**config.mk**
```make
export PLATFORM = sky130hd
export DESIGN_NAME = led_blink_sequencer_flat
export DESIGN_NICKNAME = d
export VERILOG_FILES = /design/src/rtl/led_blink_sequencer_if.sv /design/src/rtl/led_blink_sequencer.sv /design/src/flat_wrapper.sv
export SDC_FILE = /design/constraint.sdc
export NUM_CORES = 1
export LEC_CHECK = 0
export BUFFER_PORTS_ARGS = -buffer_cell sky130_fd_sc_hd__clkbuf_2
export CORE_ASPECT_RATIO = 1.4
export CORE_MARGIN = 2
export CORE_UTILIZATION = 50
export DETAILED_ROUTE_END_ITERATION = 7
export PLACE_DENSITY = 0.79
export RECOVER_POWER = 25
export SKIP_CTS_REPAIR_TIMING = 1
export SYNTH_ARGS = -nofsm -noshare
export SYNTH_HDL_FRONTEND = slang
export SYNTH_SLANG_ARGS = --single-unit
export TNS_END_PERCENT = 30
```
**constraint.sdc**
```tcl
create_clock -name clk -period 2.6 [get_ports clk]
set_clock_uncertainty 0.1 [all_clocks]
set_input_delay 0.52 -clock clk [delete_from_list [all_inputs] [get_ports clk]]
set_output_delay 0.52 -clock clk [all_outputs]
set_load 0.01 [all_outputs]
```
**src/rtl/led_blink_sequencer_if.sv**
```systemverilog
// Control/status bundle for led_blink_sequencer.
// LED_BLINK_SEQUENCER_PAUSE_EN adds the pause input.
interface led_blink_sequencer_if #(
  parameter int CNT_WIDTH = 16
);
  logic                 start;
  logic                 stop;
  logic [CNT_WIDTH-1:0] on_time;
  logic [CNT_WIDTH-1:0] off_time;
  logic [7:0]           repeat_count;
`ifdef LED_BLINK_SEQUENCER_PAUSE_EN
  logic                 pause;
`endif
  logic                 led;
  logic                 busy;
  logic                 done;

  modport master (
    output start, stop, on_time, off_time, repeat_count,
    input  led, busy, done
`ifdef LED_BLINK_SEQUENCER_PAUSE_EN
    , output pause
`endif
  );

  modport slave (
    input  start, stop, on_time, off_time, repeat_count,
    output led, busy, done
`ifdef LED_BLINK_SEQUENCER_PAUSE_EN
    , input pause
`endif
  );
endinterface

```
**src/rtl/led_blink_sequencer.sv**
```systemverilog
// Tick-timed LED on/off sequencer with repeat count, stop abort and done pulse.
// Optional pause freeze when LED_BLINK_SEQUENCER_PAUSE_EN is defined.
//
// state  | meaning
// IDLE   | waiting for start, led off, not busy
// ON     | led lit for on_time ticks
// OFF    | led dark for off_time ticks, cycle count bumps at end
// DONE   | one-cycle done pulse, then back to IDLE
module led_blink_sequencer #(
  parameter int CLOCK_FREQ = 50_000_000,
  parameter int TICK_FREQ  = 1_000,
  parameter int CNT_WIDTH  = 16
) (
  input logic                   clk,
  input logic                   rst_n,
  led_blink_sequencer_if.slave  bus
);
  localparam int PRESCALE = CLOCK_FREQ / TICK_FREQ;
  localparam int PW       = (PRESCALE > 2) ? $clog2(PRESCALE) : 1;
  localparam logic [PW-1:0] PRESC_LAST = PW'(PRESCALE - 1);

  if (PRESCALE < 2) begin : g_bad_prescale
    $error("led_blink_sequencer: CLOCK_FREQ/TICK_FREQ must be >= 2");
  end

  typedef enum logic [1:0] {S_IDLE, S_ON, S_OFF, S_DONE} state_t;

  state_t               state_q;
  logic [PW-1:0]        presc_q;
  logic [CNT_WIDTH-1:0] phase_q;
  logic [CNT_WIDTH-1:0] on_q;
  logic [CNT_WIDTH-1:0] off_q;
  logic [7:0]           rep_q;
  logic [7:0]           cyc_q;
  logic                 led_q;
  logic                 busy_q;
  logic                 done_q;

  logic                 tick;
  logic                 run;
  logic [7:0]           cyc_inc;

  assign tick    = (presc_q == PRESC_LAST);
  assign cyc_inc = cyc_q + 8'd1;

`ifdef LED_BLINK_SEQUENCER_PAUSE_EN
  assign run = ~bus.pause;
`else
  assign run = 1'b1;
`endif

  // Phase counter counts down to zero; a zero duration behaves as one tick.
  function automatic logic [CNT_WIDTH-1:0] phase_load(input logic [CNT_WIDTH-1:0] t);
    return (t == '0) ? '0 : t - CNT_WIDTH'(1);
  endfunction

  always_ff @(posedge clk or negedge rst_n) begin
    if (!rst_n) begin
      state_q <= S_IDLE;
      presc_q <= '0;
      phase_q <= '0;
      on_q    <= '0;
      off_q   <= '0;
      rep_q   <= '0;
      cyc_q   <= '0;
      led_q   <= 1'b0;
      busy_q  <= 1'b0;
      done_q  <= 1'b0;
    end else begin
      case (state_q)
        S_IDLE: begin
          done_q <= 1'b0;
          if (bus.start && !bus.stop) begin
            on_q    <= bus.on_time;
            off_q   <= bus.off_time;
            rep_q   <= bus.repeat_count;
            cyc_q   <= '0;
            presc_q <= '0;
            phase_q <= phase_load(bus.on_time);
            state_q <= S_ON;
            led_q   <= 1'b1;
            busy_q  <= 1'b1;
          end
        end
        S_ON: begin
          if (bus.stop) begin
            state_q <= S_IDLE;
            led_q   <= 1'b0;
            busy_q  <= 1'b0;
          end else if (run) begin
            if (tick) begin
              presc_q <= '0;
              if (phase_q == '0) begin
                state_q <= S_OFF;
                phase_q <= phase_load(off_q);
                led_q   <= 1'b0;
              end else begin
                phase_q <= phase_q - CNT_WIDTH'(1);
              end
            end else begin
              presc_q <= presc_q + PW'(1);
            end
          end
        end
        S_OFF: begin
          if (bus.stop) begin
            state_q <= S_IDLE;
            led_q   <= 1'b0;
            busy_q  <= 1'b0;
          end else if (run) begin
            if (tick) begin
              presc_q <= '0;
              if (phase_q == '0) begin
                cyc_q <= cyc_inc;
                if (rep_q != 8'd0 && cyc_inc == rep_q) begin
                  state_q <= S_DONE;
                  done_q  <= 1'b1;
                end else begin
                  state_q <= S_ON;
                  phase_q <= phase_load(on_q);
                  led_q   <= 1'b1;
                end
              end else begin
                phase_q <= phase_q - CNT_WIDTH'(1);
              end
            end else begin
              presc_q <= presc_q + PW'(1);
            end
          end
        end
        S_DONE: begin
          state_q <= S_IDLE;
          done_q  <= 1'b0;
          busy_q  <= 1'b0;
          led_q   <= 1'b0;
        end
        default: begin
          state_q <= S_IDLE;
          led_q   <= 1'b0;
          busy_q  <= 1'b0;
          done_q  <= 1'b0;
        end
      endcase
    end
  end

  assign bus.led  = led_q;
  assign bus.busy = busy_q;
  assign bus.done = done_q;
endmodule

```
**src/flat_wrapper.sv**
```systemverilog
// flat-port wrapper written by rule: the top's interface ports become plain ports
module led_blink_sequencer_flat 
#(
  parameter int CLOCK_FREQ = 50_000_000,
  parameter int TICK_FREQ  = 1_000,
  parameter int CNT_WIDTH  = 16
)
  (clk, rst_n, bus_start, bus_stop, bus_on_time, bus_off_time, bus_repeat_count, bus_led, bus_busy, bus_done);
  led_blink_sequencer_if #(.CNT_WIDTH(CNT_WIDTH)) bus_i ();
  input logic clk;
  input logic rst_n;
  input wire logic [$bits(bus_i.start)-1:0] bus_start;
  input wire logic [$bits(bus_i.stop)-1:0] bus_stop;
  input wire logic [$bits(bus_i.on_time)-1:0] bus_on_time;
  input wire logic [$bits(bus_i.off_time)-1:0] bus_off_time;
  input wire logic [$bits(bus_i.repeat_count)-1:0] bus_repeat_count;
  output wire logic [$bits(bus_i.led)-1:0] bus_led;
  output wire logic [$bits(bus_i.busy)-1:0] bus_busy;
  output wire logic [$bits(bus_i.done)-1:0] bus_done;
  assign bus_i.start = bus_start;
  assign bus_i.stop = bus_stop;
  assign bus_i.on_time = bus_on_time;
  assign bus_i.off_time = bus_off_time;
  assign bus_i.repeat_count = bus_repeat_count;
  assign bus_led = bus_i.led;
  assign bus_busy = bus_i.busy;
  assign bus_done = bus_i.done;
  led_blink_sequencer #(.CLOCK_FREQ(CLOCK_FREQ), .TICK_FREQ(TICK_FREQ), .CNT_WIDTH(CNT_WIDTH)) u_core (.clk(clk), .rst_n(rst_n), .bus(bus_i));
endmodule
```
==> summary.txt, run 1 <==
Die
  – Rows: 46
  – Die Area: 12570 um2
  – Die height: 131.9 um
  – Core Area: 11340 um2
  – Ports: 47
  – Initial Util: 51.50%
  – Chip Width: 95.34 um

Yosys
  – Post-synth EDFFs: 0
  – Mean Syn Cell Area: 9.373 um2
  – Synth Flop Type: dfrtp_1
  – Synth Cell Area: 5839 um2
  – Cell count after synthesis: 623
  – Synth cell types: 68
  – Mapped Nets: 680
  – Asr flop ratio synth: 100.0%
  – Seq/Total Area, Yosys: 36.43%
  – Synthesized flop and latch total: 85
  – Yosys warning total: 0

Clock tree
  – CTS tree: yes
  – Worst-path clk slew: 70 ps
  – Total CTS buffers: 9
  – Insertion delay to the later sink of the worst-skew pair: 340 ps
  – H-tree depth: 3
  – TritonCTS Sinks: 85
  – Root Buffer: clkbuf_16
  – Bufs on Longest Clock Path: 2

Final layout
  – Leading cell type in the layout, fill and taps excluded: dfrtp_1
  – Final nets: 756
  – Antenna cells: 0
  – Layout cells sized above 1: 23.86%
  – Most frequent cells in the layout: dfrtp_1, nand2_1, clkbuf_2, nor2_1, mux2_2
  – Area Growth Syn to Fin: 16.76%
  – Post-route insts no fill: 848

Setup path
  – R2R depth: 7
  – Largest stage delay, worst path: 450 ps
  – Critical path type: reg2reg
  – CP startpoint kind: flop
  – Cell Chain, Critical Path: nor4_4, nand3_2, o41ai_4, buf_4, o221ai_1, a32o_1, mux2_2
  – Slowest-stage cell, CP: dfrtp_1
  – CP required: 2720 ps
  – Reg-to-reg critical path endpoint: u_core.phase_q[5]
  – Max FO, Critical Path: 9
  – Reg2Reg Setup Slack: 90 ps
  – CP startpoint: u_core.on_q[4]
  – Crit path capture type: flop
  – Arr. time, crit path: 2630 ps
  – Worst r2r src: u_core.on_q[4]

STA
  – RSZ-0062 raised after global routing: false
  – Final hold vios: 0
  – Slew HR: 9.379%
  – Min Tclk post-route: 2508 ps
  – Peak Freq: 398.7 MHz
  – Part of the cycle the worst path needs: 96.47%
  – Max Slew Vio Count: 0
  – Slew @ Worst Pin: 1359 ps
  – Setup violators final: 0
  – Setup TNS: 0 ps

Placed design
  – PortBufs: 46
  – Placed Instances: 831
  – Placed wire-length estimate: 11.67 mm
  – Placer Congestion: 0.9048

Global route
  – Vias in the first global route: 5129
  – First-pass GRT wire length: 25.21 mm
  – Total global-route track usage: 25.26%
  – Gr ovfl total: 0
  – Pin count of the biggest net entering global routing: 42
  – Initial antenna violation count: 0

Pwr
  – Pwr dens: 1132 nW/um2
  – Lkg Pwr: 2.761 nW
  – Worst vdd ir: 0.0006113 V

Route
  – Detailed router's first-iteration violation count: 433
  – WL final: 15.31 mm
  – Vias/cell: 6.159
  – WL/cell: 18.06 um
  – Detail Route Antenna Nets: 0
  – First-pass DRT Iterations: 8
  – # DRC: 0
  – Via count: 5223

Run
  – MaxCap Viol Count: 0

Hold path
  – Hold_sp: bus_repeat_count[6]
  – Hold WC Path Type: in2reg
  – Hold path endpoint: u_core.rep_q[6]
  – Hold Path Depth: 2

Run status
  – Status: complete, no violations
cell type report:
type | instances | area, um2
clock buffers | 10 | 239.0
clock inverters | 6 | 71.32
fillers | 931 | 4521
inverters | 22 | 82.58
multi-input cells | 492 | 3538
flip-flops and latches | 85 | 2127
well taps | 144 | 180.2
repair buffers | 89 | 579.3
logic make-up (layout without fill, tap and decap cells):
group                      after synthesis  in the layout  share of synthesized area, %
and+or+nand+nor                        228            228                         22.69
AOI/OAI and AO/OA                      148            148                         17.36
DFF                                     85             85                         36.43
xor gates and xnor gates                54             54                         8.099
muxes                                   49             49                         9.321
buffers and inverters                   46            127                         3.321
adders and majority gates               13             13                         2.786
layer usage:
| metal | global-route usage, % | routed length [um] | vias up |
|---|---|---|---|
| met2 | 41.28 | 7696 | 177 |
| met5 | 0 | 0 | - |
| met3 | 3.716 | 647 | 55 |
| met4 | 14.17 | 849 | 0 |
| met1 | 31.37 | 6120 | 2508 |
| li1 | - | - | 2483 |
critical path, delay by kind of cell (launching register included):
kind	cells	cell delay, ps
AO/OA/AOI/OAI	3	750
buffers and inverters	1	220
flip-flops	1	450
multiplexers	1	270
AND/OR/NAND/NOR	2	600
power breakdown:
| part | switching (W) | leakage (nW) | internal (W) | total, W |
|---|---|---|---|---|
| registers | 0.000687 | 1.06 | 0.00183 | 0.00252 |
| logic | 0.00210 | 1.56 | 0.00178 | 0.00388 |
| clock network | 0.000546 | 0.145 | 0.000777 | 0.00132 |
Yosys cell counts, types with 2 or more instances:
| cell type | number | area, um2 |
|---|---|---|
| dfrtp_1 | 85 | 2127 |
| and2_1 | 3 | 18.77 |
| and3_1 | 6 | 37.54 |
| ha_1 | 13 | 162.7 |
| nor4_4 | 4 | 85.08 |
| o22a_1 | 2 | 17.52 |
| nor2b_1 | 10 | 62.56 |
| o211ai_1 | 3 | 22.52 |
| o21ai_1 | 7 | 35.03 |
| a31oi_1 | 9 | 56.30 |
| o221ai_1 | 14 | 122.6 |
| nand3b_1 | 4 | 30.03 |
| nor2_1 | 42 | 157.7 |
| xor2_1 | 31 | 271.5 |
| nor3b_1 | 5 | 37.54 |
| o31ai_1 | 14 | 105.1 |
| buf_2 | 8 | 40.04 |
| or2_2 | 3 | 18.77 |
| nand2_1 | 51 | 191.4 |
| mux2_2 | 41 | 461.7 |
| o22ai_1 | 2 | 12.51 |
| a2bb2oi_1 | 6 | 52.55 |
| o41ai_1 | 4 | 35.03 |
| nor4_1 | 12 | 75.07 |
| nand3_1 | 17 | 85.08 |
| or3b_2 | 3 | 26.28 |
| nand4bb_1 | 3 | 33.78 |
| inv_1 | 22 | 82.58 |
| a211oi_1 | 5 | 37.54 |
| o21ai_0 | 39 | 195.2 |
| xnor2_1 | 23 | 201.4 |
| nand4b_1 | 8 | 70.07 |
| or3_1 | 6 | 37.54 |
| and4_1 | 4 | 35.03 |
| nor4_2 | 3 | 37.54 |
| nand2b_1 | 3 | 18.77 |
| a32o_1 | 3 | 30.03 |
| nor3_1 | 18 | 90.09 |
| nand4_1 | 9 | 56.30 |
| a21oi_1 | 26 | 130.1 |
| or4_1 | 6 | 45.04 |
| mux2i_1 | 6 | 60.06 |
| mux2_1 | 2 | 22.52 |
| clkbuf_1 | 14 | 52.55 |
stage by stage:
stage	area (um2)	total power, W	worst slack, ps	hold WS, ps	utilization [%]
after floorplan	5839	0.005079	80.44	124.4	-
after global placement	6486	0.006197	162.7	342.7	57.21
after detailed placement	6486	0.006323	65.46	344.6	57.21
after CTS	6797	0.007683	74.41	-19.94	59.94
after global routing	6818	0.008219	2.458	300.8	60.13
final	6818	0.007721	91.85	303.0	60.13
sequential cells by signal (all words and copies together), names as in the netlist:
register	count
u_core.bus.led	1
u_core.state_q	2
u_core.presc_q	16
u_core.on_q	16
u_core.cyc_q	8
u_core.off_q	16
u_core.bus.busy	1
u_core.rep_q	8
u_core.phase_q	16
u_core.bus.done	1
how the worst max path moves through the flow:
stage,to,cells after the start
after floorplan,u_core.phase_q[6],8
after global placement,u_core.phase_q[14],9
after detailed placement,u_core.phase_q[14],7
after CTS,u_core.cyc_q[4],6
after global routing,u_core.phase_q[11],8
final,u_core.phase_q[5],7
(Power assumes the default switching activity.)
==> run 2: changes to the inputs <==
CORE_UTILIZATION = 45   (was 50)
PLACE_DENSITY = 0.73   (was 0.79)
==> run 2 against run 1 <==
The run now ends with capacitance limit, slew limit left; total power fell by 0.27%; non-clock buffer count rose by 4; flip-flop and latch count did not move; core utilization fell by 6.4 points; maximum frequency rose by 0.36%; combinational power rose by 2%; cell area rose by 0.51%; cell count rose by 1.4%; setup slack improved by 9.1 ps; critical path depth rose by 1; critical path type unchanged; largest power group unchanged.
==> summary.txt, run 2 (synthesis results as in run 1) <==
Die
  – Rows: 49
  – Die height: 138.8 um
  – Initial Util: 45.79%
  – Die Area: 13920 um2
  – Core Area: 12750 um2
  – Chip Width: 100.3 um
  – Ports: 47

Final layout
  – Area Growth Syn to Fin: 17.36%
  – Antenna cells: 0
  – Leading cell type in the layout, fill and taps excluded: dfrtp_1
  – Final instance area: 6853 um2
  – Final nets: 760
  – Layout cells sized above 1: 25.32%
  – Most frequent cells in the layout: dfrtp_1, nand2_1, clkbuf_2, buf_4, nor2_1
  – Finished Core Util: 53.74%

Setup path
  – CP required: 2720 ps
  – Max FO, Critical Path: 8
  – Arr. time, crit path: 2620 ps
  – Crit path capture type: flop
  – Reg2Reg Setup Slack: 100 ps
  – Critical path type: reg2reg
  – CP startpoint kind: flop

Placed design
  – Placed Area: 6497 um2
  – Placer Congestion: 0.9101
  – PortBufs: 46
  – Placed wire-length estimate: 11.96 mm

Pwr
  – Combinational Power Share: 51.4%
  – Pwr dens: 1124 nW/um2
  – Switching fraction of total power: 43.94%
  – Pint: 0.004317 W
  – Clock power frac: 15.5%
  – Worst vdd ir: 0.0005677 V
  – Seq pwr share: 33.1%
  – Net Sw Power: 0.003384 W
  – Lkg Pwr: 2.769 nW

Hold path
  – Hold WC Path Type: in2reg

Global route
  – Total global-route track usage: 23.17%
  – First-pass GRT wire length: 25.92 mm
  – Vias in the first global route: 5386
  – Pin count of the biggest net entering global routing: 52
  – Initial antenna violation count: 0
  – Gr ovfl total: 0

Run status
  – Status: complete, but fails checks
  – Failing checks: capacitance limit, slew limit

Route
  – Detail Route Antenna Nets: 0
  – # DRC: 0
  – Detailed router's first-iteration violation count: 307
  – WL final: 15.90 mm
  – First-pass DRT Iterations: 4
  – Via count: 5358
  – Vias/cell: 6.230
  – WL/cell: 18.48 um

Run
  – MaxCap Viol Count: 1

Clock tree
  – Insertion delay to the later sink of the worst-skew pair: 350 ps
  – Bufs on Longest Clock Path: 2
  – Root Buffer: clkbuf_16
  – H-tree depth: 3
  – Worst-path clk slew: 70 ps
  – Total CTS buffers: 9
  – TritonCTS Sinks: 85
  – CTS tree: yes

STA
  – Setup TNS: 0 ps
  – Min Tclk post-route: 2499 ps
  – WHS: 302.6 ps
  – Slew HR: -31.42%
  – Peak Freq: 400.2 MHz
  – Part of the cycle the worst path needs: 96.12%
  – Final hold vios: 0
  – Slew @ Worst Pin: 1971 ps
  – Setup violators final: 0
  – Max Slew Vio Count: 36
-- run 2: cell count changes in the layout (fill, tap and decap cells not counted), sizes merged --
cell	previous run	this run
dlygate4sd3	1	0
buf	42	47
clkbuf	56	57
bufinv	1	0
inv	23	22
-- run 2: power by group through the flow --
stage / Combinational (W) / Sequential, W / Clock [W]
after floorplan: 0.00273 / 0.00235 / 0
after global placement: 0.00370 / 0.00251 / 0
after detailed placement: 0.00380 / 0.00255 / 0
after CTS: 0.00383 / 0.00253 / 0.00121
after global routing: 0.00427 / 0.00262 / 0.00127
final: 0.00396 / 0.00255 / 0.00120
-- run 2: through the flow --
stage / std cells / setup slack, ps / power [W]
final: 860 / 101.0 / 0.007700
after global routing: 860 / -10.32 / 0.008166
after CTS: 855 / -20.10 / 0.007564
after detailed placement: 840 / 51.97 / 0.006345
after global placement: 840 / 115.5 / 0.006203
after floorplan: 623 / 80.44 / 0.005079
-- run 2: path summary, 6_finish.rpt --
check / start / to / cells after the start
max: u_core.cyc_q[1] / u_core.phase_q[14] / 8
min: bus_repeat_count[7] / u_core.rep_q[7] / 2
max reg2reg: u_core.cyc_q[1] / u_core.phase_q[14] / 8
min reg2reg: u_core.presc_q[15] / u_core.presc_q[15] / 1
max in group asynchronous: rst_n / u_core.phase_q[5] / 2
min in group asynchronous: rst_n / u_core.presc_q[12] / 1
-- run 2: area by class of cell --
cell class / count / area (um2)
Fill cell: 1140 / 5899
Multi-Input combinational cell: 492 / 3586
Sequential cell: 85 / 2127
Timing Repair Buffer: 93 / 598.1
Clock buffer: 11 / 242.7
Tap cell: 153 / 191.4
Inverter: 22 / 82.58
Clock inverter: 4 / 25.02
-- run 2: metal layers --
| layer | routed length [um] | GRT usage (%) |
|---|---|---|
| met4 | 835 | 13.34 |
| met5 | 0 | 0 |
| met2 | 8273 | 39.77 |
| met1 | 6128 | 26.67 |
| met3 | 660 | 4.083 |
-- run 2: critical path, cell delays in order (launching register included) --
cell       delay (ps)
dfrtp_1           390
ha_1              190
or3b_1            360
a211oi_2          290
o31ai_2           130
a2111oi_4         450
nor2_4            130
buf_4             200
a2bb2oi_1         130
==> run 3: changes to the inputs <==
CORE_MARGIN = default   (was 2)
==> run 3 against run 2 <==
Critical path depth decreased by 1; core utilization grew 1.2 points; sequential share of layout area about the same; combinational power is 2% lower; count of clock-buffer cells in the layout is the same; total power rose by 1.4%; cell area grew 0.15%; wire length is 3.9% lower; the flow now finishes without violations; maximum frequency fell by 0.84%; largest cell class unchanged.
==> summary.txt, run 3 (synthesis results as in run 1) <==
Pwr
  – Worst vdd ir: 0.0007134 V
  – Lkg Pwr: 2.776 nW
  – Clock power frac: 17.9%
  – Combinational Power Share: 49.5%
  – Switching fraction of total power: 42.59%
  – Pwr dens: 1138 nW/um2
  – Net Sw Power: 0.003326 W
  – Seq pwr share: 32.6%
  – Pint: 0.004483 W

Setup path
  – Reg-to-reg critical path endpoint: u_core.phase_q[6]
  – Crit path capture type: flop
  – CP startpoint: u_core.cyc_q[1]
  – Critical path type: reg2reg
  – Max FO, Critical Path: 9
  – CP required: 2720 ps
  – Reg2Reg Setup Slack: 80 ps
  – Worst r2r src: u_core.cyc_q[1]
  – Arr. time, crit path: 2640 ps
  – R2R depth: 7
  – CP startpoint kind: flop

Final layout
  – Finished Core Util: 54.94%
  – Antenna cells: 0
  – Fill cells: 1124
  – Leading cell type in the layout, fill and taps excluded: dfrtp_1
  – Final nets: 758
  – Layout cells sized above 1: 24.65%
  – Most frequent cells in the layout: dfrtp_1, nand2_1, clkbuf_2, buf_4, nor2_1
  – Area Growth Syn to Fin: 17.53%

Global route
  – Gr ovfl total: 0
  – Pin count of the biggest net entering global routing: 43
  – Met1 Usage GRT: 26.24%
  – Initial antenna violation count: 0
  – M3 GR Usage: 3.320%
  – First-pass GRT wire length: 25.23 mm
  – Busiest grt layer: met2
  – Total global-route track usage: 23.74%
  – Global-route met2 utilization: 43.51%
  – Vias in the first global route: 5257

STA
  – Slew @ Worst Pin: 1039 ps
  – Final hold vios: 0
  – WHS: 252.4 ps
  – Setup violators final: 0
  – Min Tclk post-route: 2520 ps
  – Part of the cycle the worst path needs: 96.93%
  – Slew HR: 30.75%
  – Max Slew Vio Count: 0
  – Peak Freq: 396.8 MHz

Die
  – Ports: 47
  – Die Area: 13440 um2
  – Core Area: 12490 um2
  – Initial Util: 46.74%
  – Rows: 48
  – Chip Width: 98.28 um
  – Die height: 136.8 um

Route
  – Vias/cell: 6.132
  – Detailed router's first-iteration violation count: 291
  – WL/cell: 17.85 um
  – WL final: 15.28 mm
  – # DRC: 0
  – Via count: 5249
  – First-pass DRT Iterations: 7
  – Detail Route Antenna Nets: 0

Run
  – MaxCap Viol Count: 0

Clock tree
  – Insertion delay to the later sink of the worst-skew pair: 350 ps
  – CTS tree: yes
  – Worst-path clk slew: 70 ps
  – Total CTS buffers: 9
  – TritonCTS Sinks: 85
  – Bufs on Longest Clock Path: 2
  – Root Buffer: clkbuf_16
  – H-tree depth: 3

Placed design
  – Placed wire-length estimate: 11.72 mm
  – Placer Congestion: 0.9229
  – PortBufs: 46

Hold path
  – Hold WC Path Type: in2async

Run status
  – Status: complete, no violations
[run 3: cell count changes in the layout (fill, tap and decap cells not counted), moves of 2 or more]
cell	delta
clkbuf_2	+2
clkinv_2	-2
bufinv_16	+2
buf_4	-2
[run 3: layout make-up]
type / count / area, um2 / area share (%)
sequential: 85 / 2127 / 30.99
timing repair buffer: 91 / 578.1 / 8.423
tap: 150 / 187.7 / 2.735
multi-input combinational: 492 / 3561 / 51.89
clock buffer: 11 / 242.7 / 3.537
inverter: 22 / 82.58 / 1.203
clock inverter: 5 / 83.83 / 1.222
[run 3: through the flow]
stage          TNS [ps]  instances  worst slack, ps  area, um2  total power (W)
2_1_floorplan         0        623            80.44       5839         0.005079
3_3_place_gp          0        839            105.9       6509         0.006202
3_5_place_dp          0        839            51.37       6509         0.006337
4_1_cts               0        855            43.35       6835         0.007774
5_1_grt          -245.4        856           -47.19       6863         0.008318
6_report              0        856            79.70       6863         0.007809
[run 3: power groups by stage]
stage	registers [W]	clock network (W)	logic [W]
6_report	0.00254	0.00140	0.00387
5_1_grt	0.00261	0.00147	0.00424
4_1_cts	0.00253	0.00142	0.00382
3_5_place_dp	0.00255	0	0.00379
3_3_place_gp	0.00250	0	0.00370
2_1_floorplan	0.00235	0	0.00273
[run 3: worst max-delay path, cell delays in order (launching register included)]
cell	delay [ps]
dfrtp_1	430
ha_4	180
or3b_1	370
a211oi_2	270
o31ai_1	150
a2111oi_4	430
nor2_4	130
mux2_1	330
[run 3: per-layer routing]
metal | share of wire, % | vias to the layer above
met5 | 0 | -
met4 | 4.2 | 0
met3 | 3.2 | 45
met2 | 53 | 147
met1 | 40 | 2567
li1 | - | 2490
[run 3: worst max path at each step]
stage | endpoint | slack [ps] | cells past startpoint
3_3_place_gp | u_core.bus.led | 110 | 6
2_1_floorplan | u_core.phase_q[6] | 80 | 8
3_5_place_dp | u_core.bus.led | 50 | 6
4_1_cts | u_core.bus.led | 40 | 6
5_1_grt | u_core.phase_q[10] | -50 | 8
6_report | u_core.phase_q[6] | 80 | 7
